## config.mk

```make
export PLATFORM = sky130hd
export DESIGN_NAME = sub_serial
export DESIGN_NICKNAME = d
export VERILOG_FILES = /design/src/rtl/sub_serial.sv
export SDC_FILE = /design/constraint.sdc
export NUM_CORES = 1
export LEC_CHECK = 0
export BUFFER_PORTS_ARGS = -buffer_cell sky130_fd_sc_hd__buf_2
export CAP_MARGIN = 20
export CORE_UTILIZATION = 45
export CTS_BUF_LIST = sky130_fd_sc_hd__clkbuf_16
export DETAILED_ROUTE_END_ITERATION = 6
export GPL_TIMING_DRIVEN = 0
export PLACE_DENSITY = 0.78
export SLEW_MARGIN = 0
export SYNTH_ARGS = -nofsm -noshare
export SYNTH_HDL_FRONTEND = slang
export SYNTH_SLANG_ARGS = --single-unit
```

## constraint.sdc

```tcl
create_clock -name clk -period 1.9 [get_ports clk]
set_clock_uncertainty 0.2 [all_clocks]
set_input_delay 0.475 -clock clk [delete_from_list [all_inputs] [get_ports clk]]
set_output_delay 0.475 -clock clk [all_outputs]
set_load 0.005 [all_outputs]
```

## src/rtl/sub_serial.sv

```systemverilog
// sub_serial: bit-serial subtractor computing r1 - r2 - bin one bit per clock.
// A single full-subtractor cell walks the operands LSB first while the
// difference is shifted into a register from the top. result and borrow are
// loaded once, on the edge that finishes the last bit, and then hold until the
// next operation completes. busy and done are decoded straight from the state
// flops, so no input reaches an output without passing through a register.

// One-bit full subtractor: d = a - b - bi, bo set when a < b + bi.
module sub_serial_cell (
  input  logic a,
  input  logic b,
  input  logic bi,
  output logic d,
  output logic bo
);

  assign d  = a ^ b ^ bi;
  assign bo = (~a & b) | (~(a ^ b) & bi);

endmodule

module sub_serial #(
  parameter int WIDTH = 4
) (
  input  logic             clk,
  input  logic             rst_n,
  input  logic             start,
  input  logic [WIDTH-1:0] r1,
  input  logic [WIDTH-1:0] r2,
  input  logic             bin,
  output logic             busy,
  output logic             done,
  output logic [WIDTH-1:0] result,
  output logic             borrow
);

  // Counter just wide enough to index bits 0..WIDTH-1.
  localparam int CW = (WIDTH > 2) ? $clog2(WIDTH) : 1;
  localparam logic [CW-1:0] LAST_BIT = CW'(WIDTH - 1);

  typedef enum logic [1:0] {
    IDLE = 2'd0,
    RUN  = 2'd1,
    DONE = 2'd2
  } state_t;

  state_t state;
  state_t state_nxt;

  // Operand shift registers: bit 0 always holds the bit being processed.
  logic [WIDTH-1:0] a_sr;
  logic [WIDTH-1:0] b_sr;
  // Difference register: new bits enter at the MSB and move right, so after
  // WIDTH shifts bit 0 holds the first difference bit computed.
  logic [WIDTH-1:0] d_sr;
  logic             br;
  logic [CW-1:0]    cnt;

  logic             accept;
  logic             last;
  logic             d_bit;
  logic             br_nxt;

  // A new operation may be accepted whenever no operation is in flight;
  // start during RUN is deliberately ignored.
  assign accept = start && ((state == IDLE) || (state == DONE));
  assign last   = (cnt == LAST_BIT);

  sub_serial_cell u_cell (
    .a  (a_sr[0]),
    .b  (b_sr[0]),
    .bi (br),
    .d  (d_bit),
    .bo (br_nxt)
  );

  // Next-state logic for the IDLE -> RUN -> DONE sequence.
  always_comb begin
    // NOTE: default first so every path assigns state_nxt and no latch is inferred.
    state_nxt = state;
    case (state)
      IDLE: if (accept) state_nxt = RUN;
      RUN:  if (last)   state_nxt = DONE;
      DONE: state_nxt = accept ? RUN : IDLE;
      default: state_nxt = IDLE;
    endcase
  end

  // State register; reset aborts any operation in progress.
  always_ff @(posedge clk or negedge rst_n) begin
    // NOTE: sequential state uses non-blocking assignments so every flop
    // samples the pre-edge values, independent of block ordering.
    if (!rst_n) begin
      state <= IDLE;
    end else begin
      state <= state_nxt;
    end
  end

  // Serial datapath: capture operands on accept, then shift one bit per RUN cycle.
  always_ff @(posedge clk or negedge rst_n) begin
    // NOTE: these are plain registers, not a memory array, so each one gets
    // an explicit reset value and an aborted operation leaves nothing behind.
    if (!rst_n) begin
      a_sr <= '0;
      b_sr <= '0;
      d_sr <= '0;
      br   <= 1'b0;
      cnt  <= '0;
    end else if (accept) begin
      a_sr <= r1;
      b_sr <= r2;
      d_sr <= '0;
      br   <= bin;
      cnt  <= '0;
    end else if (state == RUN) begin
      a_sr <= a_sr >> 1;
      b_sr <= b_sr >> 1;
      d_sr <= {d_bit, d_sr[WIDTH-1:1]};
      br   <= br_nxt;
      cnt  <= cnt + CW'(1);
    end
  end

  // Result registers: loaded only on the edge that processes the last bit,
  // so they stay stable through RUN and hold between operations.
  always_ff @(posedge clk or negedge rst_n) begin
    if (!rst_n) begin
      result <= '0;
      borrow <= 1'b0;
    end else if ((state == RUN) && last) begin
      result <= {d_bit, d_sr[WIDTH-1:1]};
      borrow <= br_nxt;
    end
  end

  // Handshake outputs are pure decodes of the state flops.
  assign busy = (state == RUN);
  assign done = (state == DONE);

endmodule

```

==> out/results.ini <==
[run_status]
status=complete, no violations

[floorplanning]
die_width_um=49.1
die_area_um2=2410
die_h_um=49.1
core_area_um2=2020
start_util_pct=49.4
row_count=16
num_io_pins=19

[timing]
final_hold_viol_count=0
fmax_ghz=0.542
hold_ws_ns=0.249
layout_min_cycle_time_ns=1.84
timing.final.max_slew_violations=0
tightest_slew_ns=0.472
slew_headroom_pct=68.5
fin_crit_sh_pct=97.0
rsz0062_at_grt=no
finalSetupTns_ns=0
setup_viol=0
worst_slack_ns=0.0561

[logic_synthesis]
seq_area_frac_synth_pct=52.6
yosysMostFrequentCell=dfrtp_1
yosysUniqueCellTypes=22
synth_common_cells=21 x dfrtp_1, 9 x inv_1, 7 x a21oi_1, 7 x mux2_2, 5 x a22o_1
synth_async_sr_flop_share_pct=100
syn_area_um2=998
syn-instance-count=80
synth_area_leaders=dfrtp_1 53%, mux2_2 7.9%, a22o_1 4.4%
ys_seq_elements=21
synth_nets=94
yosysTopAreaCellShare_pct=52.6
post_synth.cell_area_avg_um2=12.5
yosysWarnings=0
synth_top_flop_cell=dfrtp_1
synth_top_cell_by_area=dfrtp_1
synth_edf_count=0

[flow_run]
cap_violations=0

[power]
vdd.ir_drop.worst_v=0.000903
p_leak_nw=0.607
pwr_density_cell_nw_per_um2=1700

[cells_and_area]
fin_nets=117
drive_gt1_share_pct=37.3
fin_area_um2=1210
antenna_cells=0
syn2layout_area_growth_pct=20.8
fin_util_pct=59.7

[worst_setup_path]
cp_cell_sequence=buf_6, buf_2, nor2b_1, buf_2
crit_buf_inv=3
reg2reg_depth=4
cpPeakStageDelay_ns=0.37
critPathRequiredTime_ns=1.22
setup.worst_path.start_class=register
path_depth=4
cp-end-kind=primary output
path_common_cell=buf_2
worstPathArrival_ns=1.17
path_max_fanout=10
cp_top_family=buffers and inverters
crit_slowest_cell=dfrtp_1
critPathKind=reg -> out

[cts]
cts_tree=built
cts_buffer_depth=2
insertion_delay_ns=0.25
clock_sinks=21
root_buffer=clkbuf_16
clk_pin_slew_worst_paths_ns=0.05
cts_max_level=1
cts_made_buffers=3

[route]
drtAntennaViolNets=0
drtPass1Iterations=3
drt-vias-per-instance=5.22
drc=0
routedWlPerCell_um=13.4
wirelength_um=1730
num_vias=673
dr.first_iter.drc_count=4

[placed_design]
hpwl_um=1170
place.gp.congestion=0.719
place_ws_ns=0.301
place_area_um2=1120
portBuffers=17

[global_route]
overflow=0
grt_pass1_wl_um=2900
grt_usage_pct=16.3
grt_antenna_before_repair=0
grt_pass1_vias=656
grt_max_degree=22

[worst_hold_path]
hp-class=in -> reg
min_delay_path_depth=2

## registers in the layout, summed over array words and instances, names as in the netlist
signal	count
borrow	1
result	4
b_sr	4
d_sr	3
a_sr	4
state	2
br	1
cnt	2
## final cells by class
| cell class | count | area, um^2 |
|---|---|---|
| plain buffers | 4 | 38.8 |
| clock buffers | 3 | 75.1 |
| clock inverters | 1 | 3.75 |
| fillers | 171 | 816 |
| inverters | 9 | 33.8 |
| multi-input cells | 46 | 400 |
| flip-flops and latches | 21 | 526 |
| well taps | 27 | 33.8 |
| repair buffers | 18 | 95.1 |
## cell families after synthesis
kind of cell / Yosys count / share of synthesized area (%)
AOI/OAI and AO/OA: 23 / 15.7
adders and majority gates: 2 / 3.26
buffers and inverters: 13 / 7.27
DFF: 21 / 52.6
muxes: 11 / 12.4
and+or+nand+nor: 10 / 8.77
## what timing repair did
action / 4_1_cts / 5_1_grt
gates resized for setup: 0 / 1
hold buffers: 1 / 0
setup endpoints to repair: 0 / 1
setup buffers: 0 / 0
endpoints found under the hold margin: 21 / 0
## power breakdown
part	switching [mW]	internal, mW	leakage, nW	total (mW)
clock network	0.151	0.280	0.0423	0.431
logic	0.397	0.449	0.306	0.846
registers	0.122	0.653	0.259	0.775
## worst paths after layout
path / start / endpoint / slack, ns
hold / removal: r2[3] / b_sr[3] / 0.25
max in group asynchronous: rst_n / br / 0.67
min in group asynchronous: rst_n / result[2] / 0.51
setup reg to reg: b_sr[0] / br / 0.38
hold reg to reg: borrow / borrow / 0.27
setup / recovery: state[0] / done / 0.06
## per-stage QoR
| stage | power (mW) | cells |
|---|---|---|
| 2_1_floorplan | 1.40 | 80 |
| 3_3_place_gp | 1.59 | 124 |
| 3_5_place_dp | 1.62 | 124 |
| 4_1_cts | 2.08 | 129 |
| 5_1_grt | 2.20 | 129 |
| 6_report | 2.05 | 129 |
## placed cells by master (no fill, tap or decap)
cell / count
nor2_4: 1
nor2b_1: 4
nand3b_4: 1
ha_1: 1
o22ai_1: 4
buf_6: 3
mux2i_1: 3
clkbuf_16: 3
mux2_4: 1
o21ai_0: 3
nand3_1: 1
a21oi_1: 7
a21o_4: 1
dlygate4sd3_1: 1
nand2_1: 1
inv_2: 1
a211oi_1: 3
nand2b_4: 1
a22o_1: 5
buf_2: 18
dfrtp_1: 21
fa_1: 1
inv_1: 9
nand2b_2: 1
mux2_2: 7
## layer usage
metal / track usage [%] / up-vias / routed length, um
met4: 10.3 / 0 / 45
met2: 26.5 / 18 / 841
met5: 0 / - / 0
li1: - / 328 / -
met3: 3.12 / 5 / 60
met1: 19.6 / 322 / 780
(Power assumes the default switching activity.)
